==> config.mk <==
export PLATFORM = sky130hd
export DESIGN_NAME = metaball_scheduler
export DESIGN_NICKNAME = d
export VERILOG_FILES = /design/src/rtl/metaball_scheduler.sv
export SDC_FILE = /design/constraint.sdc
export NUM_CORES = 1
export LEC_CHECK = 0
export ABC_AREA = 1
export CORE_MARGIN = 5
export CORE_UTILIZATION = 40
export DETAILED_ROUTE_END_ITERATION = 7
export PLACE_DENSITY = 0.8
export SYNTH_ARGS = -nofsm -noshare
export SYNTH_HDL_FRONTEND = slang
export SYNTH_SLANG_ARGS = --single-unit
==> constraint.sdc <==
create_clock -name clk -period 6.75 [get_ports clk]
set_input_delay 1.0125 -clock clk [delete_from_list [all_inputs] [get_ports clk]]
set_output_delay 1.0125 -clock clk [all_outputs]
set_load 0.005 [all_outputs]
==> src/rtl/metaball_scheduler.sv <==
// Frame sequencer for a bank of metaball units: advances every ball once per frame, then
// walks the display in raster order, sums the per-unit contributions and writes one framebuffer word per pixel.
module metaball_scheduler #(
    parameter int          N_BALLS = 4,
    parameter int          COLS    = 32,
    parameter int          ROWS    = 64,
    parameter logic [31:0] THRESH  = 32'h0000_8000,
    parameter int          AW      = 11
) (
    input  logic                   clk,
    input  logic                   rst,
    input  logic                   frame_tick,
    output logic                   mov_en,
    output logic                   px_stb,
    output logic [31:0]            p_x,
    output logic [31:0]            p_y,
    input  logic [N_BALLS-1:0]     vld_in,
    input  logic [32*N_BALLS-1:0]  out_in,
    output logic                   wr_en,
    output logic [AW-1:0]          wr_addr,
    output logic                   wr_data,
    output logic [31:0]            wr_sum,
    output logic                   busy,
    output logic                   frame_done,
    output logic                   overrun
);

    localparam int XW = (COLS > 1) ? $clog2(COLS) : 1;
    localparam int YW = (ROWS > 1) ? $clog2(ROWS) : 1;
    localparam int SW = N_BALLS + 32;

    localparam logic [XW-1:0] X_LAST = XW'(COLS - 1);
    localparam logic [YW-1:0] Y_LAST = YW'(ROWS - 1);

    localparam logic [2:0] S_IDLE   = 3'd0;
    localparam logic [2:0] S_MOVE   = 3'd1;
    localparam logic [2:0] S_STROBE = 3'd2;
    localparam logic [2:0] S_GUARD  = 3'd3;
    localparam logic [2:0] S_WAIT   = 3'd4;
    localparam logic [2:0] S_SUM    = 3'd5;
    localparam logic [2:0] S_WRITE  = 3'd6;
    localparam logic [2:0] S_DONE   = 3'd7;

    logic [2:0]    state;
    logic [2:0]    state_nxt;
    logic [XW-1:0] x_cnt;
    logic [YW-1:0] y_cnt;
    logic [SW-1:0] acc;
    logic [31:0]   acc_sat;
    logic [AW-1:0] pix_addr;
    logic          last_pixel;

    assign last_pixel = (x_cnt == X_LAST) && (y_cnt == Y_LAST);
    assign pix_addr   = AW'(y_cnt) * AW'(COLS) + AW'(x_cnt);

    // GUARD exists because a divider's complete flag can still be high from the previous pixel.
    always_comb begin
        state_nxt = state;
        case (state)
            S_IDLE:   if (frame_tick) state_nxt = S_MOVE;
            S_MOVE:   state_nxt = S_STROBE;
            S_STROBE: state_nxt = S_GUARD;
            S_GUARD:  state_nxt = S_WAIT;
            S_WAIT:   if (&vld_in) state_nxt = S_SUM;
            S_SUM:    state_nxt = S_WRITE;
            S_WRITE:  state_nxt = last_pixel ? S_DONE : S_STROBE;
            S_DONE:   state_nxt = S_IDLE;
            default:  state_nxt = S_IDLE;
        endcase
    end

    // Carry headroom of N_BALLS bits means the unsigned sum can never wrap before saturating.
    always_comb begin
        acc = '0;
        for (int i = 0; i < N_BALLS; i++) begin
            acc = acc + SW'(out_in[32*i +: 32]);
        end
        acc_sat = (|acc[SW-1:32]) ? 32'hFFFF_FFFF : acc[31:0];
    end

    always_ff @(posedge clk) begin
        if (rst) begin
            state   <= S_IDLE;
            x_cnt   <= '0;
            y_cnt   <= '0;
            wr_sum  <= '0;
            wr_data <= 1'b0;
            wr_addr <= '0;
        end else begin
            state <= state_nxt;
            case (state)
                S_MOVE: begin
                    x_cnt <= '0;
                    y_cnt <= '0;
                end
                S_SUM: begin
                    wr_sum  <= acc_sat;
                    wr_data <= (acc_sat >= THRESH);
                    wr_addr <= pix_addr;
                end
                S_WRITE: begin
                    if (x_cnt == X_LAST) begin
                        x_cnt <= '0;
                        y_cnt <= (y_cnt == Y_LAST) ? '0 : y_cnt + YW'(1);
                    end else begin
                        x_cnt <= x_cnt + XW'(1);
                    end
                end
                default: ;
            endcase
        end
    end

    assign mov_en     = (state == S_MOVE);
    assign px_stb     = (state == S_STROBE);
    assign wr_en      = (state == S_WRITE);
    assign frame_done = (state == S_DONE);
    assign busy       = (state != S_IDLE);
    assign overrun    = frame_tick && busy;
    assign p_x        = 32'(x_cnt) << 15;
    assign p_y        = 32'(y_cnt) << 15;

endmodule

==> results.cfg <==
[global_routing]
grt_use_total_pct = 17.6
grt_overflow = 0
grt_pass1_wl_um = 30100
grt_pass1_vias = 6609
grt_max_degree = 55
antenna_found_initial = 0

[hold_path]
hold_path_class = register to register
worstHoldPathCells = 2

[timing]
whs_ns = 0.483
rsz0062_at_grt = false
max_freq_ghz = 0.218
period_share_pct = 67.9
worst_pin_slew_ns = 1.02
fin_setup_tns_ns = 0
finalMaxSlewViolations = 0
finClkSkew_ns = 0.00537
finalHoldViolCount = 0
max-slew-margin-rel_pct = 31.6
min_period_ns = 4.58
final-setup-viol-count = 0

[power_and_ir_drop]
p_leak_nw = 4.99
vdd_ir_drop_max_mv = 0.126
power.density_nw_per_um2 = 222

[synth]
synth_area_um2 = 7180
synth.area.mux_share_pct = 0
synth_top_family_by_area = simple AND/OR/NAND/NOR gates
synth.avg_cell_area_um2 = 6.59
ys_ff_latch = 58
synth_compound_area_share_pct = 10.3
seq_area_frac_synth_pct = 16.2
synth_cell_types = 41
netlist_instances = 1090
yosys.area_share.simple_pct = 25.0
yosys_warnings = 0
synth_edf_count = 0
async_flop_share_pct = 0
synth_fa_ha_area_share_pct = 24.1
synth_top_flop_cell = dfxtp_1
synthXorXnorAreaFrac_pct = 1.71

[placement]
routabilityCongestion = 0.954
hpwl_um = 16000
placed_area_um2 = 9160
dp.cells = 1499
io_buffers = 195

[routing]
dr.pass1.iters = 5
vias = 6853
ant_nets = 0
routedWlPerCell_um = 12.2
finalWirelength_um = 18500
drt-vias-per-instance = 4.52
drt_iter0_drc = 320
drc = 0

[critical_path]
worstPathMaxFanout = 4
crit_path_start_kind = primary input
reg2reg_depth = 5
critPathRequiredTime_ns = 6.97
worst_setup_path_end_kind = register
worstPathArrival_ns = 4.80
r2r_slack_ns = 3.94
crit_type = primary input to register

[clock_network]
cts_resized = 0
cts_made_buffers = 9
ctsHtreeMaxLevel = 3
clock_latency_ns = 0.32
cts_sinks = 58
cts_root_buffer = clkbuf_16
hold_buffers = 0
cts_buffer_depth = 2
cts.clk_slew.worst_paths_ns = 0.05
cts_tree = yes
cts_setup_buffers = 0

[finish]
finish.utilization_pct = 52.8
fin_cells = 1515
fin_nets = 1516
syn_to_final_growth_pct = 31.3
design_area_um2 = 9430
drive_gt1_share_pct = 4.43
diodes = 0

[floorplan]
core_area_um2 = 17800
die_y_um = 144
io_pins = 249
core.rowCount = 49
die-width_um = 144
start_util_pct = 40.3
dieArea_um2 = 20700

[flow_run]
max_cap_viol_count = 0

[outcome]
status = completed
[logic make-up (layout without fill, tap and decap cells)]
group           count (synthesis)  count (layout)
other cells                     1              53
buf+inv                       376             520
simple gates                  406             406
compound gates                135             135
xor+xnor                       14              14
flops                          58              58
fa+ha+maj                     100             100
[registers in the layout, indices dropped and copies added (netlist names)]
register  cells
state         3
wr_sum       32
wr_data       1
wr_addr      11
x_cnt         5
y_cnt         6
[synthesized netlist by cell type (8+ instances only)]
master      n  share of area (%)
inv_1     298                 16
nand2_1   235                 12
nor2_1     82                4.3
fa_1       64                 18
a21oi_1    62                4.3
dfxtp_1    58                 16
buf_4      55                5.7
o21ai_0    49                3.4
ha_1       36                6.3
nand3_1    36                2.5
clkbuf_1   11               0.57
xnor2_1    11                1.3
nor3_1      9               0.63
inv_2       8               0.42
nand2_2     8               0.70
nand4_1     8               0.70
[metrics by stage]
stage          worst slack [ns]  total power (W)
2_1_floorplan              2.80          0.00135
3_3_place_gp               1.89          0.00169
3_5_place_dp               1.84          0.00170
4_1_cts                    2.15          0.00211
5_1_grt                    1.93          0.00231
6_report                   2.17          0.00210
[critical path: stages]
cell	delay (ns)
clkdlybuf4s50_1	0.46
inv_1	0.05
fa_1	0.54
inv_1	0.06
fa_1	0.51
ha_1	0.26
inv_1	0.08
fa_1	0.40
inv_1	0.11
nand2_1	0.06
nand3_1	0.13
nand2_1	0.12
nand2_1	0.17
nand3_1	0.13
nand3_1	0.11
nand2_1	0.07
nor2_2	0.18
nand2_1	0.07
nor2_1	0.11
nand3_1	0.08
nand2_1	0.06
inv_1	0.03
[where the power goes]
part | switching (W) | internal [W]
Combinational | 0.000835 | 0.000501
Sequential | 0.00000657 | 0.000351
Clock | 0.000146 | 0.000256
Total | 0.000988 | 0.00111
[final timing paths]
path / from / end
worst max register to register: state[0] / wr_sum[12]
worst max-delay path: out_in[1] / wr_data
worst min-delay path: y_cnt[5] / y_cnt[5]
worst min register to register: y_cnt[5] / y_cnt[5]
[layout make-up]
class / instances / area, um2
multi-input combinational: 708 / 4600
fill: 1731 / 8410
clock inverter: 3 / 15.0
clock buffer: 13 / 250
tap: 229 / 287
inverter: 308 / 1160
sequential: 58 / 1160
timing repair buffer: 196 / 1960
[routing by layer]
layer / track usage, % / routed length (um) / vias up
li1: - / - / 3510
met1: 22.2 / 7610 / 3067
met2: 31.0 / 8900 / 246
met5: 0 / 0 / -
met4: 4.61 / 447 / 0
met3: 3.27 / 1510 / 30
[cell usage in the layout, fill, tap and decap left out, types with 5 or more instances in the layout]
master and instances:
inv_1 298, nand2_1 235, clkdlybuf4s50_1 195, nor2_1 81, fa_1 64, a21oi_1 62, dfxtp_1 58, conb_1 53
o21ai_0 49, nand3_1 36, ha_1 36, xnor2_1 11, nor3_1 9, clkbuf_16 9, inv_2 8, nand2_2 8
nand4_1 8, nand2_4 6, a31oi_1 6, nor2_2 5, nand3_2 5
(Power assumes the default switching activity.)
